<file path="config.mk">
export PLATFORM = sky130hd
export DESIGN_NAME = metropolis_accept_unit
export DESIGN_NICKNAME = d
export VERILOG_FILES = /design/src/rtl/metropolis_accept_unit.sv
export SDC_FILE = /design/constraint.sdc
export NUM_CORES = 1
export LEC_CHECK = 0
export ABC_AREA = 1
export CORE_AREA = 2 2 73 75
export CTS_BUF_LIST = sky130_fd_sc_hd__clkbuf_8
export DETAILED_ROUTE_END_ITERATION = 6
export DIE_AREA = 0 0 75 77
export MAX_ROUTING_LAYER = met4
export PLACE_DENSITY = 0.86
export SLEW_MARGIN = 40
export SYNTH_ARGS = -nofsm -noshare
export SYNTH_HDL_FRONTEND = slang
export SYNTH_SLANG_ARGS = --single-unit
</file>
<file path="constraint.sdc">
create_clock -name in_clk -period 7.4 [get_ports in_clk]
set_input_delay 1.48 -clock in_clk [delete_from_list [all_inputs] [get_ports in_clk]]
set_output_delay 1.48 -clock in_clk [all_outputs]
set_load 0.05 [all_outputs]
</file>
<file path="src/rtl/metropolis_accept_unit.sv">
// Metropolis accept/reject unit: compares a proposed energy with the current energy
// using a temperature-scaled threshold. Optional statistics counters: METROPOLIS_ACCEPT_STATS_EN.
module metropolis_accept_unit #(
  parameter int unsigned ENERGY_WIDTH = 8,
  parameter int unsigned U_WIDTH      = 16
) (
  input  logic                    in_clk,
  input  logic                    in_reset,
  input  logic                    in_catch_U,
  input  logic [U_WIDTH-1:0]      in_random,
  input  logic                    in_load_energy,
  input  logic                    in_compute_for_proposed_value,
  input  logic [ENERGY_WIDTH-1:0] in_energy,
  input  logic                    in_calculate_probability_enable,
  input  logic [2:0]              in_temp_shift,
  output logic                    out_decision_valid,
  output logic                    out_accept,
  output logic [ENERGY_WIDTH-1:0] out_current_energy,
  output logic                    out_sequence_error,
  output logic [1:0]              out_state
`ifdef METROPOLIS_ACCEPT_STATS_EN
  ,
  output logic [15:0]             out_accept_count,
  output logic [15:0]             out_reject_count
`endif
);

  typedef enum logic [1:0] {
    IDLE     = 2'd0,
    PROPOSED = 2'd1,
    DECIDE   = 2'd2,
    RESULT   = 2'd3
  } state_t;

  state_t                  state;
  logic [U_WIDTH-1:0]      u_q;
  logic [ENERGY_WIDTH-1:0] proposed_q;
  logic [2:0]              temp_q;

  logic [ENERGY_WIDTH-1:0] delta_c;
  logic [ENERGY_WIDTH-1:0] shift_c;
  logic [U_WIDTH-1:0]      thresh_c;
  logic                    accept_c;

  assign out_state = 2'(state);

  // Acceptance threshold shrinks by half for every unit of scaled energy increase.
  always_comb begin
    delta_c  = '0;
    thresh_c = '0;
    if (proposed_q > out_current_energy) begin
      delta_c = proposed_q - out_current_energy;
    end
    shift_c = delta_c >> temp_q;
    if (32'(shift_c) < U_WIDTH) begin
      thresh_c = {U_WIDTH{1'b1}} >> shift_c;
    end
    accept_c = (proposed_q <= out_current_energy) || (shift_c == '0) || (u_q < thresh_c);
  end

  always_ff @(posedge in_clk or negedge in_reset) begin
    if (!in_reset) begin
      state              <= IDLE;
      u_q                <= '0;
      proposed_q         <= '0;
      temp_q             <= '0;
      out_current_energy <= '0;
      out_accept         <= 1'b0;
      out_decision_valid <= 1'b0;
      out_sequence_error <= 1'b0;
`ifdef METROPOLIS_ACCEPT_STATS_EN
      out_accept_count   <= '0;
      out_reject_count   <= '0;
`endif
    end else begin
      out_decision_valid <= 1'b0;
      if (in_catch_U) begin
        u_q <= in_random;
      end
      case (state)
        IDLE: begin
          if (in_compute_for_proposed_value) begin
            proposed_q <= in_energy;
            state      <= PROPOSED;
          end else if (in_load_energy) begin
            out_current_energy <= in_energy;
          end
          if (in_calculate_probability_enable) begin
            out_sequence_error <= 1'b1;
          end
        end
        PROPOSED: begin
          if (in_compute_for_proposed_value) begin
            proposed_q <= in_energy;
          end else if (in_calculate_probability_enable) begin
            temp_q <= in_temp_shift;
            state  <= DECIDE;
          end
        end
        DECIDE: begin
          out_accept         <= accept_c;
          out_decision_valid <= 1'b1;
          state              <= RESULT;
        end
        RESULT: begin
          if (out_accept) begin
            out_current_energy <= proposed_q;
          end
`ifdef METROPOLIS_ACCEPT_STATS_EN
          if (out_accept) begin
            if (out_accept_count != 16'hFFFF) out_accept_count <= out_accept_count + 16'd1;
          end else begin
            if (out_reject_count != 16'hFFFF) out_reject_count <= out_reject_count + 16'd1;
          end
`endif
          state <= IDLE;
        end
        default: state <= IDLE;
      endcase
    end
  end

endmodule
</file>
==> flow_summary.ini, run 1 <==
[synthesis]
synth_nets = 434
synthArstFlopShare_pct = 100
ys_seq_area_share_pct = 34.4
syn_inst = 373
ys_warn_count = 0
syn-cell-area_mm2 = 0.00291
synth.avg_cell_area_um2 = 7.80
synth-main-ff-cell = dfrtp_1
yosysUniqueCellTypes = 36
synth_edf_count = 0
synth-seq-cells = 40

[sta]
max_freq_mhz = 261
skew_ns = 0.00586
setup_viol = 0
worstMarginPinSlew_ns = 0.725
maxSlewHeadroom_pct = 51.5
setup_tns_ns = 0
post-route-min-period_ns = 3.83
rsz0062_at_grt = no
drv_slew = 0
final_hold_viol_count = 0
post-route-period-util_pct = 51.7

[finish]
nFillCells = 398
final_cell_mix = nand2_1, inv_1, clkdlybuf4s50_1, dfrtp_1, o21ai_0
syn2layout_area_growth_pct = 20.3
n_antenna_cell = 0
drive_above_1_share_pct = 13.2
final_cell_area_mm2 = 0.00350
final_nets = 478
layout_commonest_cell = nand2_1

[routing]
drc = 0
ant_nets = 0
vias = 2571
wl_per_cell_um = 12.6
drt-total-wl_um = 6150
firstDrtPassIters = 4
drt-initial-drc-count = 125
via_per_inst = 5.28

[place]
place.gp.congestion = 0.902
dpl_cell_area_mm2 = 0.00341
io_buffer_count = 45
dpl.hpwl_um = 4890

[grt]
grt_pass1_wl_um = 10500
track_usage_pct = 23.6
gr-total-overflow = 0
grt_start_max_net_pins = 41
antenna_found_initial = 0
grt_pass1_vias = 2430

[setup_path]
crit_required_ns = 7.63
critPathSlowestCell = fa_1
slowest_delay_ns = 0.43
crit_fanout = 7
rr_endpoint = out_accept$_DFFE_PN0P_
criticalPathCategory = flip-flop to flip-flop
r2r_slack_ns = 3.57
critPathArrivalTime_ns = 4.06
r2r-start = proposed_q[0]$_DFFE_PN0P_
path_common_cell = nand2_1
crit_path_end_kind = flip-flop
startpoint_type = flip-flop
r2r_cells = 30

[floorplanning]
ios = 46
rows = 26
core_region_area_mm2 = 0.00498
die_x_um = 75
initial_utilization_pct = 58.4
die_h_um = 77
dieArea_mm2 = 0.00578

[clock_network]
cts_buffers = 5
cts_tree = built
cts.path.max_buffers = 2
post_cts_resized = 0
clock-sinks = 40
clk_pin_slew_ns = 0.08
clk_latency_ns = 0.30
cts_hold_buf = 0
root_buffer = clkbuf_8
cts.htree.levels = 2
post_cts_buffers = 0

[worst_hold_path]
hp-start = out_sequence_error$_DFFE_PN0P_
min_to = out_sequence_error$_DFFE_PN0P_
min_path_type = flip-flop to flip-flop
whs_path_depth = 1

[job]
max-cap-violations = 0

[outcome]
status = completed
## worst max path at each step
stage	slack [ns]	to	cells past startpoint	from
after global placement	3.73	out_accept$_DFFE_PN0P_	30	proposed_q[0]$_DFFE_PN0P_
after CTS	3.59	out_accept$_DFFE_PN0P_	30	proposed_q[0]$_DFFE_PN0P_
final	3.57	out_accept$_DFFE_PN0P_	30	proposed_q[0]$_DFFE_PN0P_
after floorplan	3.73	out_accept$_DFFE_PN0P_	29	out_current_energy[0]$_DFFE_PN0P_
after detailed placement	3.59	out_accept$_DFFE_PN0P_	30	proposed_q[0]$_DFFE_PN0P_
after global routing	3.04	out_accept$_DFFE_PN0P_	30	proposed_q[0]$_DFFE_PN0P_
## routing by layer
layer,track usage [%],vias up,wire (um)
met1,28.9,1197,2760
met4,7.50,0,89
met3,4.47,11,237
li1,-,1307,-
met5,-,-,0
met2,38.8,56,3060
## kinds of logic (layout without fill, tap and decap cells)
logic type / count (synthesis) / count (layout) / share of synthesized area [%]
AO/OA/AOI/OAI: 67 / 67 / 13.3
multiplexers: 15 / 15 / 5.81
XOR/XNOR: 2 / 2 / 0.603
adder cells (fa/ha/maj): 28 / 28 / 12.3
AND/OR/NAND/NOR: 156 / 156 / 25.0
flip-flops: 40 / 40 / 34.4
buffers and inverters: 65 / 109 / 8.56
## final cells by class
class / count / area [um^2] / area share (%)
clock buffers: 5 / 68.8 / 1.97
clock inverters: 2 / 12.5 / 0.358
inverters: 57 / 216 / 6.19
multi-input cells: 268 / 1660 / 47.6
flip-flops and latches: 40 / 1000 / 28.6
well taps: 70 / 87.6 / 2.50
repair buffers: 45 / 448 / 12.8
## worst max-delay path: cells and delay by family (launching register included)
kind / cells / cell delay (ns)
simple gates: 16 / 1.46
fa+ha+maj: 3 / 0.87
buf+inv: 5 / 0.32
compound gates: 6 / 0.72
flops: 1 / 0.39
## metrics by stage
stage / utilization, % / setup WS, ns / cells / hold slack (ns)
detailed placement: 68.6 / 3.59 / 480 / 0.462
floorplan: - / 3.73 / 373 / 0.453
global route: 70.3 / 3.04 / 487 / 0.535
finish: 70.3 / 3.57 / 487 / 0.486
CTS: 70.2 / 3.59 / 487 / 0.488
global placement: 68.5 / 3.73 / 480 / 0.467
## cell usage after synthesis, types with 2 or more instances
library cell  instances  share of area (%)
nand2_1              94                 12
inv_1                48                6.2
dfrtp_1              40                 34
o21ai_0              29                5.0
ha_1                 27                 12
a21oi_1              20                3.4
nand3_1              19                3.3
nor2_1               18                2.3
mux2_2               15                5.8
o21ai_1               7                1.2
clkbuf_1              6               0.77
inv_2                 6               0.77
nand2_2               5                1.1
nand3_2               5                1.7
nand2_4               3                1.2
nand4_1               3               0.65
a211oi_1              2               0.52
a21oi_2               2               0.60
buf_2                 2               0.34
clkinv_1              2               0.26
nor2_2                2               0.43
nor3_1                2               0.34
o21bai_1              2               0.52
xor2_1                2               0.60
## sequential cells by signal, summed over array words and instances, names as in the netlist
| signal | cells |
|---|---|
| out_current_energy | 8 |
| proposed_q | 8 |
| out_state | 2 |
| temp_q | 3 |
| u_q | 16 |
| out_accept | 1 |
| out_decision_valid | 1 |
| out_sequence_error | 1 |
Power of run 1 is left out: the tool's default activity adds up to more than one toggle a clock period on the data nets, which glitch-free logic cannot reach.
==> inputs of run 2 (changes only) <==
CORE_AREA = 2 2 76 78   (was 2 2 73 75)
DIE_AREA = 0 0 78 80   (was 0 0 75 77)
PLACE_DENSITY = 0.8   (was 0.86)
clock period = 3.6 ns   (was 7.4 ns; I/O delays follow)
==> run 2 against run 1 <==
Compared with the run above:
- global-route usage shrank 0.54 points
- flip-flop and latch count unchanged
- register-to-register slack worse by 3.6 ns
- highest routed layer unchanged
- wire length grew 19%
- critical path type unchanged
- fmax up 6.5%
- hold slack worse by 0.10 ns
==> flow_summary.ini, run 2 (synthesis gave the netlist of run 1 again) <==
[routing]
firstDrtPassIters = 4
ant_nets = 0
drc = 0
wl_per_cell_um = 14.2
drt-total-wl_um = 7300
vias = 2715
drt-initial-drc-count = 132
via_per_inst = 5.29

[setup_path]
criticalPathCategory = flip-flop to flip-flop
slowest_delay_ns = 0.40
r2r_cells = 25
r2r-start = proposed_q[0]$_DFFE_PN0P_
path_common_cell = buf_4
rr_endpoint = out_accept$_DFFE_PN0P_
r2r_slack_ns = 0.005
crit_required_ns = 3.84
crit_fanout = 5
critPathArrivalTime_ns = 3.84
critPathSlowestCell = fa_2
crit_path_end_kind = flip-flop
startpoint_type = flip-flop

[grt]
gr-total-overflow = 0
grt_start_max_net_pins = 41
grt_pass1_wl_um = 11300
grt_pass1_vias = 2630
track_usage_pct = 23.1
antenna_found_initial = 0

[finish]
syn2layout_area_growth_pct = 36.5
regMostFlops = u_q
drive_above_1_share_pct = 27.7
layout_commonest_cell = nand2_1
final_cell_mix = nand2_1, clkdlybuf4s50_1, inv_1, dfrtp_1, o21ai_0
layout.cells.non_filler = 513
nFillCells = 391
fin_util_pct = 73.4
final_nets = 501
multiInputGateArea_mm2 = 0.00190
largest_register_ffs = 16
n_antenna_cell = 0
regArea_mm2 = 0.00100
largest_registers = u_q (16), out_current_energy (8), proposed_q (8)

[floorplanning]
initial_utilization_pct = 53.8
dieArea_mm2 = 0.00624
rows = 27
die_x_um = 78
core_region_area_mm2 = 0.00541
ios = 46
die_h_um = 80

[sta]
post-route-period-util_pct = 99.9
worstMarginPinSlew_ns = 0.740
post-route-min-period_ns = 3.59
skew_ns = 0.00929
setup_viol = 0
rsz0062_at_grt = yes
max_freq_mhz = 278
drv_slew = 0
maxSlewHeadroom_pct = 50.5
final_hold_viol_count = 0

[place]
placedCellCount = 484
io_buffer_count = 45
dpl.hpwl_um = 4830
place.gp.congestion = 0.899

[clock_network]
cts.htree.levels = 2
clk_pin_slew_ns = 0.09
clock-sinks = 40
clk_latency_ns = 0.30
root_buffer = clkbuf_8
cts_hold_buf = 0
cts_buffers = 5
cts_tree = built
cts.path.max_buffers = 2

[outcome]
status = completed

[worst_hold_path]
min_path_type = input pin to async pin

[job]
max-cap-violations = 0
## run 2: area by class of cell
type | instances | area share (%)
multi-input cells | 268 | 47.9
flip-flops and latches | 40 | 25.3
repair buffers | 68 | 15.9
inverters | 57 | 5.58
well taps | 72 | 2.27
clock buffers | 6 | 2.08
clock inverters | 2 | 0.977
## run 2: metrics by stage
| stage | worst slack, ns | hold WS, ns | setup TNS, ns | instance area (um^2) |
|---|---|---|---|---|
| after floorplan | 0.0761 | 0.424 | 0 | 2910 |
| after global placement | 0.0253 | 0.466 | 0 | 3430 |
| after detailed placement | -0.0924 | 0.478 | -0.0924 | 3430 |
| after CTS | 0.00896 | 0.415 | 0 | 3640 |
| after global routing | -0.219 | 0.433 | -0.219 | 3970 |
| final | 0.00525 | 0.386 | 0 | 3970 |
## run 2: worst max-delay path by stage
stage                                 startpoint                      to  slack, ns  depth (start not counted)
2_1_floorplan  out_current_energy[0]$_DFFE_PN0P_  out_accept$_DFFE_PN0P_       0.08                         29
3_3_place_gp           proposed_q[0]$_DFFE_PN0P_  out_accept$_DFFE_PN0P_       0.03                         30
3_5_place_dp           proposed_q[0]$_DFFE_PN0P_  out_accept$_DFFE_PN0P_      -0.09                         30
4_1_cts                proposed_q[0]$_DFFE_PN0P_  out_accept$_DFFE_PN0P_      0.009                         25
5_1_grt                proposed_q[0]$_DFFE_PN0P_  out_accept$_DFFE_PN0P_      -0.22                         31
6_report               proposed_q[0]$_DFFE_PN0P_  out_accept$_DFFE_PN0P_      0.005                         25
## run 2: metal layers
layer	routed length (um)	GRT usage, %	part of all wire [%]
met4	218	7.37	3.0
met3	260	3.85	3.6
met2	3620	40.8	50
met5	0	-	0
met1	3200	26.9	44
## run 2: worst max-delay path, delay by kind of cell (launching register included)
kind / cells / cell delay [ns]
buffers and inverters: 6 / 0.58
adders and majority gates: 3 / 0.76
and+or+nand+nor: 10 / 0.98
DFF: 1 / 0.39
AOI/OAI and AO/OA: 6 / 0.82
## run 2: repair_timing
action / CTS / global route
resized for setup: 9 / 49
pin swaps: 10 / 26
buffers inserted: 5 / 16
setup endpoints to repair: 1 / 1
Power of run 2 is left out for the same reason.
==> inputs of run 3 (changes only) <==
CAP_MARGIN = 5   (was not set)
==> results of run 3 <==
Same layout as run 2: the final DEF is identical, and so are final timing and power.
Power of run 3 is left out for the same reason.
